$ cat src/rtl/program_loader.sv
// Packs 3-bit-opcode instruction fields into 9-bit words and writes them sequentially into instruction memory.
// Latency: a bundle handshake in cycle N gives im_we in cycle N+1. Peak rate is one word per two cycles.
// Backpressure: in_ready is high only in ACCEPT and drops during each write. After done or overflow, no bundle is accepted until the next start.
//
// Ports: clk/rst_n (async active-low); start + base_addr open a session;
//   in_valid/in_ready + in_op/in_ra/in_imm/in_target/in_last carry field bundles;
//   im_we/im_addr/im_wdata drive the instruction ROM write port;
//   busy/done/overflow/count report session status.
// Optional: define LOADER_CHECKSUM_EN to add a checksum output (XOR of words written).
module program_loader #(
  parameter int MCODEBITS = 3,
  parameter int OPND_W    = 6,
  parameter int ADDR_W    = 8,
  parameter int DEPTH     = 256
) (
  input  logic                        clk,
  input  logic                        rst_n,
  input  logic                        start,
  input  logic [ADDR_W-1:0]           base_addr,
  input  logic                        in_valid,
  output logic                        in_ready,
  input  logic [MCODEBITS-1:0]        in_op,
  input  logic [2:0]                  in_ra,
  input  logic [2:0]                  in_imm,
  input  logic [OPND_W-1:0]           in_target,
  input  logic                        in_last,
  output logic                        im_we,
  output logic [ADDR_W-1:0]           im_addr,
  output logic [MCODEBITS+OPND_W-1:0] im_wdata,
  output logic                        busy,
  output logic                        done,
  output logic                        overflow,
`ifdef LOADER_CHECKSUM_EN
  output logic [ADDR_W:0]             count,
  output logic [MCODEBITS+OPND_W-1:0] checksum
`else
  output logic [ADDR_W:0]             count
`endif
);

  localparam int WORD_W = MCODEBITS + OPND_W;

  typedef enum logic [1:0] {
    IDLE   = 2'd0,
    ACCEPT = 2'd1,
    WRITE  = 2'd2,
    DONE   = 2'd3
  } state_t;

  state_t              state, next_state;
  logic [ADDR_W-1:0]   addr;
  logic                last_q;
  logic                start_fire;
  logic                hs;
  logic                at_end;
  logic [WORD_W-1:0]   enc_word;

  // Jump carries a full-width target; all other opcodes pack ra and imm.
  always_comb begin
    enc_word = {in_op, OPND_W'({in_ra, in_imm})};
    if (in_op == {MCODEBITS{1'b1}}) begin
      enc_word = {in_op, in_target};
    end
  end

  assign start_fire = (state == IDLE) && start;
  assign hs         = (state == ACCEPT) && in_valid;
  assign at_end     = (addr == ADDR_W'(DEPTH - 1));

  always_ff @(posedge clk or negedge rst_n) begin
    if (!rst_n) begin
      state <= IDLE;
    end else begin
      state <= next_state;
    end
  end

  // Status outputs decode straight from state, so they fall with the async reset.
  always_comb begin
    next_state = state;
    in_ready   = 1'b0;
    im_we      = 1'b0;
    busy       = 1'b1;
    done       = 1'b0;
    case (state)
      IDLE: begin
        busy = 1'b0;
        if (start) next_state = ACCEPT;
      end
      ACCEPT: begin
        in_ready = 1'b1;
        if (in_valid) next_state = WRITE;
      end
      WRITE: begin
        im_we = 1'b1;
        if (last_q || at_end) next_state = DONE;
        else                  next_state = ACCEPT;
      end
      DONE: begin
        done       = 1'b1;
        next_state = IDLE;
      end
      default: next_state = IDLE;
    endcase
  end

  // im_addr/im_wdata are loaded only on handshake, so they hold after the write
  // while the running address counter moves on.
  always_ff @(posedge clk or negedge rst_n) begin
    if (!rst_n) begin
      addr     <= '0;
      last_q   <= 1'b0;
      im_addr  <= '0;
      im_wdata <= '0;
      count    <= '0;
      overflow <= 1'b0;
    end else begin
      if (start_fire) begin
        addr     <= base_addr;
        count    <= '0;
        overflow <= 1'b0;
      end
      if (hs) begin
        im_addr  <= addr;
        im_wdata <= enc_word;
        last_q   <= in_last;
      end
      if (state == WRITE) begin
        addr  <= addr + 1'b1;
        count <= count + 1'b1;
        if (!last_q && at_end) overflow <= 1'b1;
      end
    end
  end

`ifdef LOADER_CHECKSUM_EN
  always_ff @(posedge clk or negedge rst_n) begin
    if (!rst_n) begin
      checksum <= '0;
    end else if (start_fire) begin
      checksum <= '0;
    end else if (state == WRITE) begin
      checksum <= checksum ^ im_wdata;
    end
  end
`endif

endmodule

$ cat config.mk
export PLATFORM = sky130hd
export DESIGN_NAME = program_loader
export DESIGN_NICKNAME = d
export VERILOG_FILES = /design/src/rtl/program_loader.sv
export SDC_FILE = /design/constraint.sdc
export NUM_CORES = 1
export LEC_CHECK = 0
export ABC_AREA = 1
export BUFFER_PORTS_ARGS = -buffer_cell sky130_fd_sc_hd__buf_4
export CAP_MARGIN = 15
export CORE_ASPECT_RATIO = 0.5
export CORE_UTILIZATION = 36
export CTS_BUF_LIST = sky130_fd_sc_hd__clkbuf_4 sky130_fd_sc_hd__clkbuf_8 sky130_fd_sc_hd__clkbuf_16
export CTS_CLUSTER_DIAMETER = 50
export DETAILED_ROUTE_END_ITERATION = 6
export SETUP_SLACK_MARGIN = 0.15
export SYNTH_ARGS = -nofsm -noshare
export SYNTH_HDL_FRONTEND = slang
export SYNTH_SLANG_ARGS = --single-unit
$ cat constraint.sdc
create_clock -name clk -period 1.1 [get_ports clk]
set_input_delay 0.22 -clock clk [delete_from_list [all_inputs] [get_ports clk]]
set_output_delay 0.22 -clock clk [all_outputs]
set_load 0.02 [all_outputs]
==> metrics.txt, run 1 <==
status=finished, violations left; failing checks=setup timing; Rel. slew slack=0.6754; DR vias=2028; # DRC=0; CP arrival=1140 ps; core region area=5067 sq um; Clock Path Buffers=2; I/O pin count=59; syn avg cell area=8.135 sq um; CP max FO=7; number of port buffers=58; Slew @ Worst Pin=486.9 ps; Reg2Reg Setup Slack=-240 ps; PD cells=2441 nW/um^2; Tmin final=1361 ps; Setup Crit Path Kind=register to primary output; Final Setup Violations=42; Setup WS pre-CTS=-113.6 ps; Syn-to-layout area delta=80.50%; cell taking the most area after synthesis=dfrtp_1; register area share after synthesis=0.4891; row cnt=18; Pre-antenna DRT Iters=4; initial antenna violation count=0; most instantiated library cell after synthesis=nand2_1; Finished Layout Cells=433; Pins Over Slew Limit=0; DRT iter0 DRCs=49; number of global-route vias before repair=1890; via/cell ratio=4.684; Tot Pwr=8568 uW; wire per inst=13.00 um; clk_lat worst skew=280 ps; clock sink count=38; cells after synthesis=239; maximum vdd drop=1.151 mV; Die Wd=105.9 um; Min Hold Slack=141.8 ps; Post-synth EDFFs=0; final core occ=0.6926; Final #Nets=392; Synth cell types=27; GR Util All Layers=0.1961; commonest cells in the netlist=nand2_1, dfrtp_1, inv_1; top post-synthesis cells by area=dfrtp_1, nand2_1, inv_1; CP Data Required Time=880 ps; share of cells above drive strength 1=0.5372; Seq cells post-synth=38; fin crit share=1.237; Setup crit start kind=register; Hold Violations, Final=0; cell count after placement=380; Synth Flop Type=dfrtp_1; Yosys top cell area share=0.4891; Async SR Flop Fraction=1.000; pin count of the biggest net entering global routing=39; CTS buffer count=5; Final Skew=8.309 ps; DRT antenna net count=0; Worst-path clk slew=70 ps; worst setup slack after layout=-260.8 ps; die footprint=5717 sq um; WL final=5631 um; initial core utilization=0.3837; grt total ovfl=0; Pleak=0.001783 uW; GP Congestion=0.7815; syn_nets=269; RSZ-0062 raised after global routing=true; Max Fclk=734.9 MHz; antenna cells=0; DP HPWL=3407 um; CP Capture Type=primary output; Post-Syn Area=1944 sq um; max cap viols=0; Clock Tree Root=clkbuf_8; yosys warns=0; htree depth=2; CTS tree=built; Vert. Die Dim=53.97 um; Worst Hold Class=input pin to register; first-pass GRT wire length=8645 um
## where the power goes
part           switching (uW)  leakage (uW)  internal (uW)  total [uW]
clock                     478     0.0000517            531        1010
sequential                403      0.000479           1920        2320
combinational            2540       0.00125           2700        5240
total                    3420       0.00178           5150        8570
## worst paths after layout
path / to / cells past startpoint / start
setup / recovery: im_we / 4 / state[1]
hold / removal: last_q / 3 / in_last
setup reg to reg: im_addr[1] / 9 / state[1]
hold reg to reg: im_wdata[0] / 2 / im_wdata[0]
max in group asynchronous: count[0] / 2 / rst_n
min in group asynchronous: count[4] / 2 / rst_n
## critical path, stage by stage (launching register included)
cell and delay (ps):
dfrtp_2 440, buf_6 140, nand2_8 70, clkinv_8 70, buf_6 130
## placed cells by master (no fill, tap or decap), types with 4 or more instances in the layout
| cell | count |
|---|---|
| a21oi_2 | 4 |
| buf_4 | 63 |
| buf_6 | 46 |
| buf_8 | 4 |
| clkbuf_8 | 6 |
| dfrtp_1 | 32 |
| dfrtp_2 | 6 |
| inv_1 | 27 |
| nand2_1 | 67 |
| nand2_2 | 15 |
| nand2_4 | 6 |
| nand3_1 | 6 |
| nand3_2 | 7 |
| nor2_1 | 7 |
| o211ai_1 | 11 |
| o21ai_1 | 10 |
| o21ai_2 | 9 |
## metrics by stage
stage / cell area [sq um] / TNS [ps]
floorplan: 1996 / -217.9
global route: 3510 / -8859
detailed placement: 2592 / -887.9
finish: 3510 / -6091
global placement: 2592 / -308.6
CTS: 3238 / -4984
## cell families (layout without fill, tap and decap cells)
logic type | count (synthesis) | after routing | share of synthesized area
xor gates and xnor gates | 1 | 1 | 0.004505
buffers and inverters | 40 | 164 | 0.1030
DFF | 38 | 38 | 0.4891
AOI/OAI and AO/OA | 38 | 38 | 0.1326
adders and majority gates | 2 | 2 | 0.01287
and+or+nand+nor | 120 | 120 | 0.2580
## sequential cells by signal, indices dropped and copies added, names as in the netlist
signal	count
count	9
im_wdata	9
addr	8
im_addr	8
state	2
last_q	1
overflow	1
## per-layer routing
metal	track usage	wire length, um	vias to the layer above
met5	0	0	-
met4	0.02778	21	0
met3	0.04479	218	2
met2	0.3649	2831	40
met1	0.2442	2559	977
li1	-	-	1009
## layout make-up
type	instances	area (sq um)
clock buffers	7	90.09
clock inverters	1	5.005
fillers	419	1558
inverters	35	163.9
multi-input cells	161	1006
flip-flops and latches	38	958.4
well taps	70	87.58
repair buffers	119	1171
repair inverters	2	27.53
## repair_timing
action                                  CTS  global route
pin swaps                                18            17
hold endpoints to repair                 38             0
gates cloned                              2             2
resized for setup                        88            32
endpoints found under the setup margin   69            69
hold buffers                              1             0
buffers inserted                         29            11
No activity file was read; power rests on OpenSTA's default activity.
==> run 2, diff against run 1 <==
- ABC_AREA: 1 -> 0
==> run 2 against run 1 <==
Net effect: the flow still finishes with violations (setup timing); highest routed layer unchanged; worst setup slack got worse by 170 ps; critical endpoint is now addr[1]; first-iteration DRC count up 29%; via count shrank 6.5%; sequential power is 8% higher; non-clock buffer count rose by 19; core utilization up 10 points.
==> metrics.txt, run 2 <==
most instantiated library cell after synthesis=dfrtp_1; Worst-path clk slew=80 ps (about the same); number of global-route vias before repair=1687 (-11%); initial antenna violation count=0 (unchanged); GR Util All Layers=0.2042 (+0.008087); Post-Syn Area=1782 sq um (-8.4%); clk_lat worst skew=290 ps (about the same); Tmin final=1527 ps (+166.0 ps); Rel. slew slack=0.6729 (-0.002526); routing usage on met1=0.2564 (+0.01214); yosys warns=0 (unchanged); Yosys top cell area share=0.5337 (+0.04465); via/cell ratio=5.056 (+8.0%); clock sink count=38 (unchanged); Tot Pwr=10010 uW (+17%); top post-synthesis cells by area=dfrtp_1, nand2_1, mux2_2; Pre-antenna DRT Iters=4 (unchanged); syn_nets=200 (-26%); PD cells=2756 nW/um^2 (+13%); failing checks=setup timing; DRT iter0 DRCs=63 (+29%); commonest cells in the netlist=dfrtp_1, nand2_1, o21ai_0; GP Congestion=0.7792 (-0.29%); Post-synth EDFFs=0 (unchanged); grt total ovfl=0 (unchanged); worst setup slack after layout=-426.8 ps (-166.0 ps); Clock Tree Root=clkbuf_8; Worst Hold Class=input pin to register; fin area=3632 sq um (+3.5%); Setup crit start kind=register; maximum vdd drop=1.474 mV (+28%); Vert. Die Dim=51.75 um (-4.1%); Pins Over Slew Limit=0 (unchanged); WL final=6226 um (+11%); Adder-Cell Fraction of Synth Area=0.01404 (+0.001175); cells after synthesis=170 (-29%); Worst R2R End=addr[1]; Final Setup Violations=50 (+19%); Synth Flop Type=dfrtp_1; syn avg cell area=10.48 sq um (+29%); core region area=4573 sq um (-9.8%); RSZ-0062 raised after global routing=true; cell count after placement=324 (-15%); DP HPWL=3318 um (-2.6%); number of port buffers=58 (unchanged); met3 Use GR=0.05376 (+0.008969); CTS buffer count=5 (unchanged); Synth Area in Simple Gates=0.1671 (-0.09091); Seq cells post-synth=38 (unchanged); Clock Path Buffers=2 (unchanged); Slew @ Worst Pin=490.7 ps (+3.788 ps); CP arrival=1690 ps (+550 ps); CP startpoint=state[1]; CP max-delay cell=or3b_2; initial core utilization=0.3896 (+0.005900); wire per inst=16.60 um (+28%); mux cell area share after synthesis=0.08989 (+0.08989); status=finished, violations left; first-pass GRT wire length=8010 um (-7.3%); CP Data Required Time=1260 ps (+380 ps); Finished Layout Cells=375 (-13%); Syn-to-layout area delta=103.9%; htree depth=2 (unchanged); Min-Delay Endpoint=state[0]; Reg2Reg Setup Slack=-430 ps (-190 ps); share of cells above drive strength 1=0.6440 (+0.1068); register area share after synthesis=0.5337 (+0.04465); crit-path cells=buf_6, or3b_2, nand2_1, a31oi_1; Async SR Flop Fraction=1.000 (unchanged); Die Wd=101.5 um (-4.2%); pin count of the biggest net entering global routing=39 (unchanged); antenna cells=0 (unchanged); max cap viols=0 (unchanged); Compound-Gate Fraction of Synth Area=0.1552 (+0.02264); depth of the worst hold-timing path=2 (-1); largest registers=count (9), im_wdata (9); worst r2r src=state[1]; Worst path max stage delay=570 ps (+130 ps); main combinational cell family by area after synthesis=simple AND/OR/NAND/NOR gates; hold path start=in_valid; most frequent cells in the layout=buf_4, buf_6, dfrtp_1; Synth cell types=37 (+37%); CP max FO=5 (-2); CP Capture Type=register; Reg2Reg Depth=4 (-5); DR vias=1896 (-6.5%); Setup Crit Path Kind=register to register; Final Skew=4.340 ps (-3.969 ps); Pleak=0.001780 uW (-0.15%); Final #Nets=339 (-14%); I/O pin count=59 (unchanged); grt met2 use=0.3537 (-0.01118); Setup WS pre-CTS=-289.9 ps (-176.4 ps); Max Fclk=655.0 MHz (-11%); most common cell after layout, fill and taps aside=buf_4; gr busiest metal=met2; cell taking the most area after synthesis=dfrtp_1; # DRC=0 (unchanged); dpl cell area=2695 sq um (+4.0%); die footprint=5252 sq um (-8.1%); Post-Synth XOR/XNOR Area=0.004916 (+0.0004112); row cnt=17 (-1); CTS tree=built; DRT antenna net count=0 (unchanged); fin crit share=1.388 (+0.1509); Hold Violations, Final=0 (unchanged)
-- run 2: changes by cell type after synthesis, sizes merged, moves of 3 or more --
cell,delta
mux2i,+7
o21ai,-6
o211ai,-7
nand3,-8
a31oi,+4
o311ai,+5
mux2,+8
nor2,-9
inv,-27
nand2b,+3
nand2,-63
-- run 2: cell families (layout without fill, tap and decap cells) --
family | count (synthesis) | count (layout)
AND/OR/NAND/NOR | 57 | 58
AO/OA/AOI/OAI | 42 | 42
flip-flops | 38 | 38
multiplexers | 15 | 15
buffers and inverters | 15 | 153
adder cells (fa/ha/maj) | 2 | 2
XOR/XNOR | 1 | 1
-- run 2: final cells by class --
| type | instances | area, sq um |
|---|---|---|
| multi-input combinational | 118 | 1045 |
| fill | 280 | 940.9 |
| clock inverter | 1 | 30.03 |
| timing repair buffer | 138 | 1390 |
| tap | 66 | 82.58 |
| clock buffer | 6 | 82.58 |
| inverter | 8 | 45.04 |
| sequential | 38 | 957.2 |
-- run 2: timing repair --
item,in CTS,in global routing
hold buffers,1,0
endpoints found under the setup margin,69,69
gates cloned,0,7
gates resized for setup,65,42
hold endpoints to repair,38,0
pin swaps,5,24
buffers inserted,16,20
-- run 2: layer usage --
layer	wire, um	part of all wire
met5	0	0
met4	48	0.0077
met3	238	0.038
met2	3258	0.52
met1	2681	0.43
-- run 2: power by group --
part           leakage (uW)  switching (uW)  total, uW  internal, uW
Sequential         0.000475             523       2500          1980
Combinational       0.00125            2640       6270          3630
Clock             0.0000573             510       1240           726
-- run 2: how the worst max path moves through the flow --
stage	endpoint	slack (ps)
after global placement	count[8]	-240
after global routing	addr[1]	-460
after detailed placement	addr[7]	-290
final	addr[1]	-430
after CTS	addr[7]	-360
after floorplan	count[8]	-350
-- run 2: worst max-delay path: cells and delay by family (launching register included) --
family | cells | cell delay (ps)
simple gates | 2 | 700
flops | 1 | 460
buf+inv | 1 | 150
compound gates | 1 | 110
-- run 2: per-stage QoR --
| step | hold WS, ps | setup TNS [ps] | utilization |
|---|---|---|---|
| floorplan | -75.59 | -3735 | - |
| global placement | 221.9 | -6053 | 0.5893 |
| detailed placement | 223.7 | -7224 | 0.5893 |
| CTS | 111.9 | -11440 | 0.6897 |
| global route | 113.9 | -15770 | 0.7943 |
| finish | 116.4 | -14720 | 0.7943 |
==> run 3, diff against run 2 <==
==> constraint.sdc (replaced) <==
create_clock -name clk -period 1.1 [get_ports clk]
set_input_delay 0.11 -clock clk [delete_from_list [all_inputs] [get_ports clk]]
set_output_delay 0.11 -clock clk [all_outputs]
set_load 0.02 [all_outputs]
==> run 3 against run 2 <==
Net effect: the run still ends with setup timing left; die area is the same; core utilization shrank 7.6 points; sequential power is essentially flat; final cell count shrank 2.9%; flip-flop and latch count is the same; hold slack lost 100 ps; clock power is essentially flat; combinational power shrank 16%; critical endpoint is now count[5].
==> metrics.txt, run 3 (synthesis results as in run 2) <==
Setup Crit Path Kind=register to register; worst r2r src=state[1]; share of cells above drive strength 1=0.5638 (-0.08025); Worst-path clk slew=80 ps (about the same); WL final=5243 um (-16%); CP Capture Type=register; # DRC=0 (unchanged); CP startpoint=state[1]; Syn-to-layout area delta=84.27%; max cap viols=0 (unchanged); Setup crit start kind=register; Final #Nets=327 (-3.5%); clock sink count=38 (unchanged); Finished Layout Cells=364 (-2.9%); Clock Path Buffers=2 (unchanged); Max Fclk=693.0 MHz (+5.8%); crit-path cells=or3b_4, o311ai_1, o41ai_1; worst setup slack after layout=-343.1 ps (+83.72 ps); Pleak=0.001623 uW (-8.8%); number of global-route vias before repair=1705 (+1.1%); status=finished, violations left; maximum vdd drop=1.292 mV (-12%); CTS buffer count=5 (unchanged); DR vias=1782 (-6.0%); pin count of the biggest net entering global routing=39 (unchanged); fin area=3283 sq um (-9.6%); via/cell ratio=4.896 (-3.2%); Slew @ Worst Pin=498.9 ps (+8.198 ps); cell count after placement=329 (+1.5%); Pre-antenna DRT Iters=4 (unchanged); GP Congestion=0.7626 (-2.1%); antenna cells=0 (unchanged); DP HPWL=3326 um (+0.24%); fin crit share=1.312 (-0.07611); wire per inst=14.40 um (-13%); failing checks=setup timing; PD cells=2722 nW/um^2 (-1.2%); Worst R2R End=count[5]; Rel. slew slack=0.6674 (-0.005465); hold path start=in_valid; Final Setup Violations=41 (-18%); Worst Hold Class=input pin to register; grt total ovfl=0 (unchanged); Die Wd=101.5 um (unchanged); clk_lat worst skew=290 ps (about the same); number of port buffers=58 (unchanged); DRT iter0 DRCs=46 (-27%); Tmin final=1443 ps (-83.72 ps); die footprint=5252 sq um (unchanged); first-pass GRT wire length=7659 um (-4.4%); Pins Over Slew Limit=0 (unchanged); largest registers=count (9), im_wdata (9); htree depth=2 (unchanged); most frequent cells in the layout=buf_4, buf_6, dfrtp_1; DRT antenna net count=0 (unchanged); Reg2Reg Setup Slack=-340 ps (+80 ps); CP arrival=1600 ps (-90 ps); initial antenna violation count=0 (unchanged); dpl cell area=2708 sq um (+0.46%); most common cell after layout, fill and taps aside=buf_4; initial core utilization=0.3896 (unchanged); Reg2Reg Depth=3 (-1); Critical Path Sink=count[5]; GR Util All Layers=0.1954 (-0.008834); RSZ-0062 raised after global routing=true; Worst path max stage delay=500 ps (-70 ps); core region area=4573 sq um (unchanged); I/O pin count=59 (unchanged); Final Skew=8.959 ps (+4.619 ps); Hold Violations, Final=0 (unchanged); Vert. Die Dim=51.75 um (unchanged); CP Data Required Time=1250 ps (about the same); CP max-delay cell=or3b_4; row cnt=17 (unchanged); CTS tree=built; Clock Tree Root=clkbuf_8; CP max FO=11 (+6)
-- run 3: cell types whose count changed in the layout (fill, tap and decap cells not counted), moves of 2 or more --
cell	delta
buf_4	+3
buf_6	-9
clkbuf_16	-4
clkbuf_4	+2
nand2_1	+7
nand2_2	+2
nand2_4	-9
o21ai_0	+2
o21ai_1	+8
o21ai_2	-9
o311ai_1	+2
o41ai_1	+2
o41ai_2	-2
-- run 3: cell type report --
type,instances,area [sq um]
fill,339,1290
timing repair buffer,127,1191
sequential,38,957.2
multi-input combinational,117,895.9
clock buffer,7,83.83
tap,66,82.58
inverter,8,42.54
clock inverter,1,30.03
-- run 3: critical path, delay by kind of cell, from the launching register on --
kind / cells / cell delay [ps]
simple gates: 1 / 500
flops: 1 / 490
compound gates: 2 / 320
-- run 3: metal layers --
layer  vias up  GRT usage  share of wire
met1       857     0.2272           0.44
met3         8    0.04839          0.047
met4         0    0.05797         0.0097
li1        869          -              -
met5         -          0              0
met2        48     0.3617           0.50
-- run 3: repair_timing --
action | 4_1_cts | 5_1_grt
pin swaps | 2 | 7
endpoints found under the setup margin | 59 | 69
buffers inserted | 12 | 13
gates cloned | 0 | 1
gates resized for setup | 41 | 28
hold endpoints to repair | 38 | 0
hold buffers | 1 | 0
-- run 3: how the worst min path moves through the flow --
stage,slack (ps),end,depth (start not counted)
floorplan,-190,addr[0],0
global placement,110,count[2],1
detailed placement,120,count[2],1
CTS,10,state[0],2
global route,20,state[0],2
finish,10,state[0],2
-- run 3: per-stage QoR --
| step | utilization | setup TNS, ps | setup slack (ps) | hold slack, ps | power [uW] |
|---|---|---|---|---|---|
| floorplan | - | -3606 | -347.8 | -185.6 | 4635 |
| global placement | 0.5921 | -6424 | -264.5 | 110.9 | 6298 |
| detailed placement | 0.5921 | -7664 | -297.5 | 115.4 | 6402 |
| CTS | 0.6706 | -8188 | -294.8 | 9.633 | 8262 |
| global route | 0.7179 | -10770 | -390.9 | 21.66 | 9506 |
| finish | 0.7179 | -8369 | -343.1 | 12.54 | 8936 |
-- run 3: power by group --
part / internal [uW] / leakage (uW) / switching (uW)
clock: 728 / 0.0000593 / 500
sequential: 1980 / 0.000475 / 488
combinational: 3070 / 0.00109 / 2170
total: 5780 / 0.00162 / 3150
